--- src/rtl/hycube_arb_pkg.sv ---
// hycube_arb_pkg
// Shared definitions for the router output-port arbiter:
//   - arb_state_e      : arbiter FSM state encoding (IDLE / GRANTED)
//   - MAX_HOLD_DEFAULT : default limit on cycles a contested grant may be held
//   - HOLD_CNT_W       : width of the hold counter (covers MAX_HOLD up to 255)
package hycube_arb_pkg;

  typedef enum logic [0:0] {
    ARB_IDLE    = 1'b0,
    ARB_GRANTED = 1'b1
  } arb_state_e;

  localparam int MAX_HOLD_DEFAULT = 4;
  localparam int HOLD_CNT_W       = 8;

endpackage

--- src/rtl/encoder_onehot.sv ---
// encoder_onehot
// Converts a grant vector into a validity flag and a binary index.
// Ports:
//   i__onehot : NUM_BITS-wide vector, expected one-hot or all-zero
//   o__valid  : high iff exactly one bit of i__onehot is set
//   o__index  : binary position of the set bit (don't-care when o__valid low)
module encoder_onehot #(
  parameter int NUM_BITS = 5,
  parameter int LOG_BITS = (NUM_BITS > 1) ? $clog2(NUM_BITS) : 1
) (
  input  logic [NUM_BITS-1:0] i__onehot,
  output logic                o__valid,
  output logic [LOG_BITS-1:0] o__index
);

  logic                seen_s;
  logic                multi_s;
  logic [LOG_BITS-1:0] index_s;

  // Scan all bits: note whether any bit is set, whether a second one is set,
  // and OR together the positions (exact for a one-hot input).
  always_comb begin
    seen_s  = 1'b0;
    multi_s = 1'b0;
    index_s = '0;
    for (int k = 0; k < NUM_BITS; k++) begin
      if (i__onehot[k]) begin
        multi_s = multi_s | seen_s;
        seen_s  = 1'b1;
        index_s = index_s | LOG_BITS'(k);
      end else begin
        index_s = index_s;
      end
    end
  end

  assign o__valid = seen_s & ~multi_s;
  assign o__index = index_s;

endmodule

--- src/rtl/rr_hold_arbiter.sv ---
// rr_hold_arbiter
// Round-robin arbiter for one router output port. A grant is held while the
// winner keeps requesting; if it holds for MAX_HOLD cycles while someone else
// waits, it is forcibly released. Every release leaves one zero-grant cycle
// and advances the priority pointer past the released requester.
// Ports:
//   clk            : clock, rising edge
//   rst_n          : asynchronous active-low reset
//   i__request     : level request per requester
//   i__enable      : downstream can accept a new grant
//   o__grant       : registered one-hot / zero grant
//   o__grant_valid : grant is exactly one-hot
//   o__grant_index : binary index of the granted requester
//   o__busy        : arbiter is in the GRANTED state
module rr_hold_arbiter
  import hycube_arb_pkg::*;
#(
  parameter int NUM_REQ     = 5,
  parameter int LOG_NUM_REQ = $clog2(NUM_REQ),
  parameter int MAX_HOLD    = MAX_HOLD_DEFAULT
) (
  input  logic                   clk,
  input  logic                   rst_n,
  input  logic [NUM_REQ-1:0]     i__request,
  input  logic                   i__enable,
  output logic [NUM_REQ-1:0]     o__grant,
  output logic                   o__grant_valid,
  output logic [LOG_NUM_REQ-1:0] o__grant_index,
  output logic                   o__busy
);

  localparam logic [HOLD_CNT_W-1:0]  HOLD_LIMIT = HOLD_CNT_W'(MAX_HOLD - 1);
  localparam logic [LOG_NUM_REQ:0]   NUM_REQ_W  = (LOG_NUM_REQ + 1)'(NUM_REQ);
  localparam logic [LOG_NUM_REQ-1:0] LAST_IDX   = LOG_NUM_REQ'(NUM_REQ - 1);

  arb_state_e             state_q, state_d;
  logic [NUM_REQ-1:0]     grant_q, grant_d;
  logic [LOG_NUM_REQ-1:0] ptr_q,   ptr_d;
  logic [HOLD_CNT_W-1:0]  hold_q,  hold_d;

  logic [LOG_NUM_REQ:0]   cand_s;
  logic                   pick_found_s;
  logic [NUM_REQ-1:0]     pick_grant_s;
  logic [LOG_NUM_REQ-1:0] next_ptr_s;
  logic                   held_s;
  logic                   other_s;
  logic                   at_limit_s;

  // Rotating-priority search: visit ptr, ptr+1, ... wrapping at NUM_REQ and
  // keep the first requester found. cand_s carries one spare bit so the sum
  // can exceed NUM_REQ-1 before being folded back.
  always_comb begin
    pick_found_s = 1'b0;
    pick_grant_s = '0;
    cand_s       = '0;
    for (int k = 0; k < NUM_REQ; k++) begin
      cand_s = {1'b0, ptr_q} + (LOG_NUM_REQ + 1)'(k);
      if (cand_s >= NUM_REQ_W) begin
        cand_s = cand_s - NUM_REQ_W;
      end else begin
        cand_s = cand_s;
      end
      if (!pick_found_s && i__request[cand_s[LOG_NUM_REQ-1:0]]) begin
        pick_found_s = 1'b1;
        pick_grant_s = NUM_REQ'(1'b1) << cand_s[LOG_NUM_REQ-1:0];
      end else begin
        pick_found_s = pick_found_s;
      end
    end
  end

  // Release bookkeeping derived from the registered grant.
  assign held_s     = |(grant_q & i__request);
  assign other_s    = |(i__request & ~grant_q);
  assign at_limit_s = (hold_q == HOLD_LIMIT);
  assign next_ptr_s = (o__grant_index == LAST_IDX) ? LOG_NUM_REQ'(1'b0)
                                                   : o__grant_index + LOG_NUM_REQ'(1'b1);

  // Next-state logic. A normal release (request dropped) and a forced release
  // (limit reached with a waiter) share one path, so a coincident drop and
  // force cannot release twice.
  always_comb begin
    state_d = state_q;
    grant_d = grant_q;
    ptr_d   = ptr_q;
    hold_d  = hold_q;
    case (state_q)
      ARB_IDLE: begin
        if (i__enable && pick_found_s) begin
          grant_d = pick_grant_s;
          hold_d  = '0;
          state_d = ARB_GRANTED;
        end else begin
          grant_d = '0;
        end
      end
      ARB_GRANTED: begin
        if (!held_s || (at_limit_s && other_s)) begin
          grant_d = '0;
          hold_d  = '0;
          ptr_d   = next_ptr_s;
          state_d = ARB_IDLE;
        end else if (!at_limit_s) begin
          hold_d = hold_q + HOLD_CNT_W'(1'b1);
        end else begin
          hold_d = hold_q;
        end
      end
      default: begin
        state_d = ARB_IDLE;
        grant_d = '0;
        hold_d  = '0;
      end
    endcase
  end

  // State registers; reset clears the grant immediately, without a clock.
  always_ff @(posedge clk or negedge rst_n) begin
    if (!rst_n) begin
      state_q <= ARB_IDLE;
      grant_q <= '0;
      ptr_q   <= '0;
      hold_q  <= '0;
    end else begin
      state_q <= state_d;
      grant_q <= grant_d;
      ptr_q   <= ptr_d;
      hold_q  <= hold_d;
    end
  end

  assign o__grant = grant_q;
  assign o__busy  = (state_q == ARB_GRANTED);

  encoder_onehot #(
    .NUM_BITS (NUM_REQ),
    .LOG_BITS (LOG_NUM_REQ)
  ) u_encoder_onehot (
    .i__onehot (grant_q),
    .o__valid  (o__grant_valid),
    .o__index  (o__grant_index)
  );

endmodule

--- config.mk ---
export PLATFORM = sky130hd
export DESIGN_NAME = rr_hold_arbiter
export DESIGN_NICKNAME = d
export VERILOG_FILES = /design/src/rtl/hycube_arb_pkg.sv /design/src/rtl/encoder_onehot.sv /design/src/rtl/rr_hold_arbiter.sv
export SDC_FILE = /design/constraint.sdc
export NUM_CORES = 1
export LEC_CHECK = 0
export CAP_MARGIN = 20
export CORE_ASPECT_RATIO = 0.6
export CORE_UTILIZATION = 45
export CTS_BUF_LIST = sky130_fd_sc_hd__clkbuf_8
export DETAILED_ROUTE_END_ITERATION = 10
export SYNTH_ARGS = -nofsm -noshare
export SYNTH_HDL_FRONTEND = slang
export SYNTH_SLANG_ARGS = --single-unit
--- constraint.sdc ---
create_clock -name clk -period 4.5 [get_ports clk]
set_clock_uncertainty 0.15 [all_clocks]
set_input_delay 0.45 -clock clk [delete_from_list [all_inputs] [get_ports clk]]
set_output_delay 0.45 -clock clk [all_outputs]
set_load 0.005 [all_outputs]
==> results of run 1 <==
==> worst max-delay path by stage <==
| stage | start | endpoint | cells past startpoint |
|---|---|---|---|
| 2_1_floorplan | ptr_q[0]$_DFFE_PN0P_ | o__grant[0]$_DFFE_PN0P_ | 13 |
| 3_3_place_gp | ptr_q[0]$_DFFE_PN0P_ | hold_q[1]$_DFFE_PN0P_ | 10 |
| 3_5_place_dp | ptr_q[0]$_DFFE_PN0P_ | hold_q[2]$_DFFE_PN0P_ | 10 |
| 4_1_cts | ptr_q[0]$_DFFE_PN0P_ | hold_q[2]$_DFFE_PN0P_ | 10 |
| 5_1_grt | ptr_q[0]$_DFFE_PN0P_ | hold_q[2]$_DFFE_PN0P_ | 10 |
| 6_report | ptr_q[0]$_DFFE_PN0P_ | hold_q[2]$_DFFE_PN0P_ | 10 |
==> flip-flops by register name (all words and copies together), names as in the netlist <==
register	flops
o__grant	5
ptr_q	3
hold_q	8
o__busy	1
==> routing by layer <==
metal | global-route usage | share of wire
met2 | 0.320 | 0.36
met4 | 0.0281 | 0.00086
met3 | 0.0617 | 0.14
met1 | 0.475 | 0.50
met5 | 0 | 0
==> stage by stage <==
stage / instances / power (mW) / utilization / worst slack, ps
detailed placement: 353 / 1.67 / 0.518 / 806
CTS: 357 / 1.80 / 0.527 / 795
global placement: 353 / 1.70 / 0.518 / 809
global route: 357 / 1.99 / 0.527 / 545
floorplan: 288 / 1.38 / - / 1290
finish: 357 / 1.85 / 0.527 / 723
==> report_power, final <==
group | switching (mW) | internal [mW] | total (mW)
clock network | 0.0546 | 0.0615 | 0.116
logic | 0.919 | 0.574 | 1.49
registers | 0.0534 | 0.183 | 0.236
==> worst reg2reg max path: stages (launching register included) <==
cell and delay [ps]:
dfrtp_1 480, inv_1 370, ha_1 360, inv_1 80, fa_1 440, or4_1 540
a21boi_0 200, o21ai_0 130, and4b_1 380, a31oi_4 370, o22ai_1 140
==> cell usage in the layout, fill, tap and decap left out, types with 3 or more instances in the layout <==
cell type,count
clkdlybuf4s50_1,17
nor3_1,12
ha_1,12
nand4_1,4
nand2b_1,6
mux2i_1,11
a21o_1,3
buf_4,4
a31oi_1,6
nor2_1,22
a211oi_1,3
dfrtp_1,17
and3_1,3
nor4_1,3
o32ai_1,4
a32oi_1,5
and2_1,5
nand4b_1,3
o31ai_1,3
a21oi_1,6
clkbuf_8,3
nand3_1,9
o22ai_1,12
inv_1,16
a22oi_1,4
o21ai_0,13
mux2_2,3
nand2_1,26
==> area by class of cell <==
| type | instances | share of cell area |
|---|---|---|
| inverters | 16 | 0.0240 |
| clock inverters | 1 | 0.00200 |
| repair buffers | 21 | 0.0798 |
| flip-flops and latches | 17 | 0.170 |
| clock buffers | 3 | 0.0165 |
| well taps | 63 | 0.0314 |
| multi-input cells | 236 | 0.677 |
==> cells by family after synthesis <==
kind of cell	count (synthesis)
buffers and inverters	35
XOR/XNOR	1
flip-flops	17
multiplexers	16
AO/OA/AOI/OAI	93
AND/OR/NAND/NOR	113
adder cells (fa/ha/maj)	13
==> impl_metrics.env, run 1 <==
export IMPL_worst_setup_path_start_kind="register"
export IMPL_synth_net_count=309
export IMPL_numClockSinks=17
export IMPL_critical_path_class="register to register"
export IMPL_track_usage=0.270
export IMPL_cts_root_buf="clkbuf_8"
export IMPL_dieArea_um2=5460
export IMPL_post_cts_resized=0
export IMPL_regArea_um2=425
export IMPL_die_x_um=94.7
export IMPL_fin_hold_ws_ps=374
export IMPL_grt_max_degree=26
export IMPL_routedWlPerCell_um=19.5
export IMPL_cp_data_arrival_time_ps=3750
export IMPL_numCtsBuffers=3
export IMPL_slew_viol_final=0
export IMPL_overflow=0
export IMPL_drt_iter0_drc=342
export IMPL_fillers=473
export IMPL_num_nets_final=316
export IMPL_worstHoldPathType="register to register"
export IMPL_ys_seq_elements=17
export IMPL_clk_pin_slew_ps=70
export IMPL_routed_wl_um=6950
export IMPL_placed_area_um2=2460
export IMPL_antenna_left=0
export IMPL_min_to="hold_q[0]$_DFFE_PN0P_"
export IMPL_yosysTopAreaCellShare=0.183
export IMPL_synthMuxAreaShare=0.0814
export IMPL_synthTopCellsByArea="dfrtp_1, ha_1, mux2i_1, nand2_1, nor2_1"
export IMPL_num_vias=2382
export IMPL_max_freq_mhz=265
export IMPL_critical_path_max_fanout=12
export IMPL_grt_pass1_wl_um=11300
export IMPL_path_buf_inv=2
export IMPL_drive_gt1_frac=0.105
export IMPL_whs_path_depth=1
export IMPL_ir_drop_v=0.000417
export IMPL_fin_setup_tns_ps=0
export IMPL_leakage_nw=1.01
export IMPL_gp_congestion=0.954
export IMPL_synth_top_area_cell="dfrtp_1"
export IMPL_synth_fa_ha_area_frac=0.0733
export IMPL_grt_pass1_vias=2004
export IMPL_cts_tree="built"
export IMPL_fin_area_um2=2510
export IMPL_yosysMostFrequentCell="nand2_1"
export IMPL_post_dp_hpwl_um=5420
export IMPL_multi_input_area_um2=1700
export IMPL_cts_htree_levels=1
export IMPL_worst_slew_pin_slew_ps=859
export IMPL_cp_common_cell="inv_1"
export IMPL_synth_compound_area_frac=0.313
export IMPL_n_antenna_cell=0
export IMPL_ctsLongestPathBuffers=2
export IMPL_synthSimpleGateAreaFrac=0.259
export IMPL_first_pass_iters=6
export IMPL_critical_path_top_delay_family="simple AND/OR/NAND/NOR gates"
export IMPL_ctsHoldBuffers=0
export IMPL_synth_cell_types=72
export IMPL_synth_ff_type="dfrtp_1"
export IMPL_fp_dieH_um=57.6
export IMPL_required_ps=4470
export IMPL_synthXorXnorAreaFrac=0.00377
export IMPL_viasPerCell=6.67
export IMPL_setup_viol=0
export IMPL_post_route_drc_count=0
export IMPL_r2r_start="ptr_q[0]$_DFFE_PN0P_"
export IMPL_crit_path_max_incr_delay_ps=540
export IMPL_reg2reg_slack_ps=720
export IMPL_antenna_found_initial=0
export IMPL_outcome="completed"
export IMPL_start_util=0.488
export IMPL_synth_edff_count=0
export IMPL_syn_instance_count=288
export IMPL_synthToLayoutAreaGrowth_pct=8.03
export IMPL_max_cap_violations=0
export IMPL_synth_top_family_by_area="compound AO/OA/AOI/OAI gates"
export IMPL_rr_worst_depth=10
export IMPL_ioPinCount=18
export IMPL_critPathSlowestCell="or4_1"
export IMPL_path_cells="inv_1, ha_1, inv_1, fa_1, or4_1, a21boi_0, o21ai_0, and4b_1, a31oi_4, o22ai_1"
export IMPL_post_route_period_util=0.839
export IMPL_synth_warnings=0
export IMPL_finalHoldViolCount=0
export IMPL_avgSynthCellArea_um2=8.06
export IMPL_synthArstFlopShare=1.00
export IMPL_timing_slew_headroom=0.421
export IMPL_synth_common_cells="nand2_1, nor2_1, dfrtp_1"
export IMPL_cp_end_kind="register"
export IMPL_clk_latency_ps=250
export IMPL_p_per_area_nw_per_um2=736
export IMPL_row_count=19
export IMPL_fin_crit_ps=3780
export IMPL_port_buffers=17
export IMPL_hp_start="hold_q[0]$_DFFE_PN0P_"
export IMPL_post_cts_buffers=0
export IMPL_grt_setup_unrepaired="no"
export IMPL_core_area_um2=4750
export IMPL_syn_area_um2=2320
export IMPL_ys_seq_area_frac=0.183
export IMPL_worstReg2RegEnd="hold_q[2]$_DFFE_PN0P_"
No activity file was read; power rests on OpenSTA's default activity.
==> run 2, diff against run 1 <==
clock period = 3.68 ns   (was 4.5 ns; I/O delays follow)
==> run 2 against run 1 <==
  * Core utilization is 1.3 points higher
  * Sequential share of layout area fell by 0.40 points
  * Register-to-register slack got worse by 520 ps
  * Highest routed layer unchanged
  * Cell count increased by 2.2%
  * First-iteration DRC count down 30%
  * Largest power group unchanged
  * Via count increased by 4.7%
  * Final area increased by 2.4%
==> impl_metrics.env, run 2 (synthesized netlist as in run 1, its figures left out) <==
export IMPL_port_buffers=17
export IMPL_path_cells="inv_1, ha_1, inv_1, fa_1, or4_1, a21boi_0, o21ai_0, and4b_2, a311oi_1, a32oi_1"
export IMPL_dieArea_um2=5460
export IMPL_critical_path_top_delay_family="simple AND/OR/NAND/NOR gates"
export IMPL_min_to="hold_q[4]$_DFFE_PN0P_"
export IMPL_fillers=448
export IMPL_p_switching_mw=1.28
export IMPL_numClockSinks=17
export IMPL_ir_drop_v=0.000342
export IMPL_worst_slew_pin_slew_ps=833
export IMPL_final_cell_mix="nand2_1, nor2_1, inv_1, dfrtp_1, clkdlybuf4s50_1"
export IMPL_cts_htree_levels=1
export IMPL_outcome="completed"
export IMPL_ioPinCount=18
export IMPL_path_buf_inv=2
export IMPL_rr_worst_depth=10
export IMPL_ctsHoldBuffers=0
export IMPL_antenna_left=0
export IMPL_clk_pin_slew_ps=70
export IMPL_cts_tree="built"
export IMPL_die_x_um=94.7
export IMPL_multi_input_area_um2=1700
export IMPL_r2r_start="ptr_q[0]$_DFFE_PN0P_"
export IMPL_antenna_found_initial=0
export IMPL_post_route_period_util=0.944
export IMPL_num_vias=2493
export IMPL_finalHoldViolCount=0
export IMPL_cp_common_cell="inv_1"
export IMPL_hp_start="hold_q[4]$_DFFE_PN0P_"
export IMPL_reg2reg_slack_ps=210
export IMPL_grt_setup_unrepaired="no"
export IMPL_p_clk_frac=0.060
export IMPL_intPower_mw=1.04
export IMPL_cp_data_arrival_time_ps=3450
export IMPL_num_nets_final=324
export IMPL_crit_path_max_incr_delay_ps=570
export IMPL_layout_commonest_cell="nand2_1"
export IMPL_required_ps=3650
export IMPL_max_cap_violations=0
export IMPL_viasPerCell=6.83
export IMPL_n_antenna_cell=0
export IMPL_whs_path_depth=1
export IMPL_row_count=19
export IMPL_ctsLongestPathBuffers=2
export IMPL_drt_iter0_drc=241
export IMPL_core_area_um2=4750
export IMPL_synthToLayoutAreaGrowth_pct=10.6
export IMPL_fin_crit_ps=3470
export IMPL_regArea_um2=425
export IMPL_routedWlPerCell_um=19.7
export IMPL_worst_setup_path_start_kind="register"
export IMPL_post_dp_hpwl_um=5590
export IMPL_track_usage=0.278
export IMPL_drive_gt1_frac=0.129
export IMPL_p_seq_frac=0.127
export IMPL_routed_wl_um=7180
export IMPL_grt_max_degree=28
export IMPL_gp_congestion=0.931
export IMPL_start_util=0.488
export IMPL_grt_pass1_wl_um=11500
export IMPL_critical_path_max_fanout=11
export IMPL_power_frac_comb=0.813
export IMPL_cp_end_kind="register"
export IMPL_clk_latency_ps=250
export IMPL_post_cts_buffers=0
export IMPL_critPathSlowestCell="or4_1"
export IMPL_slew_viol_final=0
export IMPL_fin_hold_ws_ps=372
export IMPL_largest_reg_flops=8
export IMPL_worstReg2RegEnd="o__grant[0]$_DFFE_PN0P_"
export IMPL_worstHoldPathType="register to register"
export IMPL_p_per_area_nw_per_um2=907
export IMPL_top_register="hold_q"
export IMPL_critical_path_class="register to register"
export IMPL_switching_share=0.552
export IMPL_numCtsBuffers=3
export IMPL_fp_dieH_um=57.6
export IMPL_first_pass_iters=6
export IMPL_timing_slew_headroom=0.443
export IMPL_leakage_nw=1.05
export IMPL_cts_root_buf="clkbuf_8"
export IMPL_fin_setup_tns_ps=0
export IMPL_overflow=0
export IMPL_grt_pass1_vias=2164
export IMPL_setup_viol=0
export IMPL_max_freq_mhz=288
export IMPL_post_route_drc_count=0
[run 2: power by group through the flow]
| stage | registers, mW | logic [mW] | clock network (mW) |
|---|---|---|---|
| 2_1_floorplan | 0.274 | 1.42 | 0 |
| 3_3_place_gp | 0.298 | 1.83 | 0 |
| 3_5_place_dp | 0.297 | 1.81 | 0 |
| 4_1_cts | 0.294 | 1.82 | 0.146 |
| 5_1_grt | 0.304 | 2.03 | 0.155 |
| 6_report | 0.296 | 1.89 | 0.140 |
[run 2: area by class of cell]
| type | instances | share of cell area |
|---|---|---|
| Clock inverter | 1 | 0.00146 |
| Inverter | 16 | 0.0234 |
| Sequential cell | 17 | 0.166 |
| Tap cell | 63 | 0.0307 |
| Multi-Input combinational cell | 236 | 0.661 |
| Timing Repair Buffer | 29 | 0.101 |
| Clock buffer | 3 | 0.0161 |
[run 2: through the flow]
step	total power [mW]	area [um2]	std cells	setup WS [ps]	util
after global routing	2.48	2570	365	40.3	0.540
after CTS	2.26	2570	365	187	0.540
after detailed placement	2.11	2520	361	215	0.530
after floorplan	1.69	2320	288	473	-
final	2.33	2570	365	205	0.540
after global placement	2.13	2520	361	232	0.530
[run 2: metal layers]
layer	up-vias	track usage	share of wire
met5	-	0	0
met4	0	0.0260	0.0059
met3	6	0.0892	0.13
met2	178	0.375	0.38
met1	1176	0.440	0.48
li1	1133	-	-
[run 2: what timing repair did]
item                                   in CTS  in global routing
resized for setup                           0                  1
endpoints found under the hold margin       0                  0
setup endpoints to repair                   0                  5
[run 2: how the worst max path moves through the flow]
stage                                    start                 endpoint  slack [ps]  cells past startpoint
after CTS                 ptr_q[0]$_DFFE_PN0P_    hold_q[5]$_DFFE_PN0P_         190                     10
after global routing      ptr_q[0]$_DFFE_PN0P_  o__grant[0]$_DFFE_PN0P_          40                     10
final                     ptr_q[0]$_DFFE_PN0P_  o__grant[0]$_DFFE_PN0P_         210                     10
after detailed placement  ptr_q[0]$_DFFE_PN0P_    hold_q[5]$_DFFE_PN0P_         210                     10
after floorplan           ptr_q[0]$_DFFE_PN0P_  o__grant[0]$_DFFE_PN0P_         470                     13
after global placement    ptr_q[0]$_DFFE_PN0P_    hold_q[7]$_DFFE_PN0P_         230                     10
==> run 3, diff against run 2 <==
CORE_ASPECT_RATIO = 1.25   (was 0.6)
==> run 3 against run 2 <==
  * Wire length is 1.4% lower
  * Sequential power is 3% lower
  * Non-clock buffer count is 2 lower
  * Clock-buffer cell count stayed put
  * Combinational power is 2% lower
  * Fmax is 1.8% higher
  * Global-route usage is 0.12 points lower
  * Register-to-register slack better by 60 ps
  * Highest routed layer unchanged
  * Critical path type unchanged
  * Die area is 0.14% lower
  * Via count is 7.2% lower
  * Setup slack better by 63 ps
==> impl_metrics.env, run 3 (synthesized netlist as in run 1, its figures left out) <==
export IMPL_dieArea_um2=5450
export IMPL_fp_dieH_um=82.3
export IMPL_largest_reg_flops=8
export IMPL_num_vias=2313
export IMPL_required_ps=3660
export IMPL_numClockSinks=17
export IMPL_ctsHoldBuffers=0
export IMPL_fillers=484
export IMPL_post_route_period_util=0.927
export IMPL_viasPerCell=6.43
export IMPL_numCtsBuffers=3
export IMPL_critical_path_max_fanout=11
export IMPL_post_dp_hpwl_um=5470
export IMPL_critPathSlowestCell="or4_1"
export IMPL_fin_hold_ws_ps=374
export IMPL_path_buf_inv=1
export IMPL_cp_end_kind="register"
export IMPL_cts_tree="built"
export IMPL_grt_max_degree=27
export IMPL_cts_root_buf="clkbuf_8"
export IMPL_num_nets_final=322
export IMPL_worstHoldPathType="register to register"
export IMPL_synthToLayoutAreaGrowth_pct=9.81
export IMPL_max_cap_violations=0
export IMPL_overflow=0
export IMPL_critical_path_class="register to register"
export IMPL_n_antenna_cell=0
export IMPL_ir_drop_v=0.000379
export IMPL_die_x_um=66.2
export IMPL_worst_slew_pin_slew_ps=761
export IMPL_critical_path_top_delay_family="simple AND/OR/NAND/NOR gates"
export IMPL_crit_path_max_incr_delay_ps=600
export IMPL_fin_area_um2=2550
export IMPL_routedWlPerCell_um=19.7
export IMPL_worst_setup_path_start_kind="register"
export IMPL_antenna_left=0
export IMPL_post_cts_buffers=0
export IMPL_fin_util=0.527
export IMPL_placed_area_um2=2500
export IMPL_leakage_nw=1.03
export IMPL_first_pass_iters=4
export IMPL_start_util=0.480
export IMPL_row_count=28
export IMPL_p_per_area_nw_per_um2=894
export IMPL_finalHoldViolCount=0
export IMPL_setup_viol=0
export IMPL_track_usage=0.277
export IMPL_clk_pin_slew_ps=70
export IMPL_routed_wl_um=7080
export IMPL_grt_pass1_vias=2274
export IMPL_antenna_found_initial=0
export IMPL_grt_setup_unrepaired="no"
export IMPL_cp_data_arrival_time_ps=3390
export IMPL_core_area_um2=4830
export IMPL_top_register="hold_q"
export IMPL_layout_commonest_cell="nand2_1"
export IMPL_fin_setup_tns_ps=0
export IMPL_gp_congestion=0.968
export IMPL_timing_slew_headroom=0.491
export IMPL_final_cell_mix="nand2_1, nor2_1, dfrtp_1, clkdlybuf4s50_1, inv_1"
export IMPL_max_freq_mhz=293
export IMPL_port_buffers=17
export IMPL_clk_latency_ps=260
export IMPL_path_cells="ha_1, inv_1, fa_1, or4_1, a21boi_0, o21ai_0, and4b_1, a31oi_4, o22ai_1"
export IMPL_post_cts_resized=0
export IMPL_place_ws_ps=320
export IMPL_drive_gt1_frac=0.123
export IMPL_post_route_drc_count=0
export IMPL_setup_slack_ps=268
export IMPL_drt_iter0_drc=143
export IMPL_outcome="completed"
export IMPL_cts_htree_levels=1
export IMPL_fin_crit_ps=3410
export IMPL_ioPinCount=18
export IMPL_slew_viol_final=0
export IMPL_ctsLongestPathBuffers=2
export IMPL_grt_pass1_wl_um=11300
-- run 3: worst reg2reg max path: stages (launching register included) --
cell and delay (ps):
dfrtp_1 460, ha_1 320, inv_1 90, fa_1 480, or4_1 600, a21boi_0 170
o21ai_0 110, and4b_1 390, a31oi_4 370, o22ai_1 150
-- run 3: per-stage QoR --
stage	std cells	power, mW
2_1_floorplan	288	1.69
5_1_grt	360	2.46
3_3_place_gp	356	2.12
3_5_place_dp	356	2.10
6_report	360	2.28
4_1_cts	360	2.25
-- run 3: report_power, final --
group / switching, mW / internal [mW]
logic: 1.11 / 0.742
clock network: 0.0659 / 0.0752
registers: 0.0630 / 0.224
total: 1.24 / 1.04
-- run 3: metal layers --
metal	part of all wire	global-route usage	vias to the layer above
met1	0.41	0.316	1078
met4	0.042	0.160	0
met5	0	0	-
met2	0.50	0.505	86
met3	0.044	0.0192	21
li1	-	-	1128
-- run 3: final timing paths --
check,startpoint,end,slack (ps),cells after the start
setup / recovery,ptr_q[1]$_DFFE_PN0P_,hold_q[4]$_DFFE_PN0P_,270,9
hold / removal,hold_q[4]$_DFFE_PN0P_,hold_q[4]$_DFFE_PN0P_,370,1
setup reg to reg,ptr_q[1]$_DFFE_PN0P_,hold_q[4]$_DFFE_PN0P_,270,9
hold reg to reg,hold_q[4]$_DFFE_PN0P_,hold_q[4]$_DFFE_PN0P_,370,1
max in group asynchronous,rst_n,ptr_q[2]$_DFFE_PN0P_,2490,1
min in group asynchronous,rst_n,hold_q[6]$_DFFE_PN0P_,400,1
-- run 3: layout make-up --
cell class                      count  area (um2)  share of cell area
Multi-Input combinational cell    236        1700               0.666
Sequential cell                    17         425               0.167
Timing Repair Buffer               27         245              0.0962
Tap cell                           60        75.1              0.0295
Inverter                           16        60.1              0.0236
Clock buffer                        3        41.3              0.0162
Clock inverter                      1        5.00             0.00196
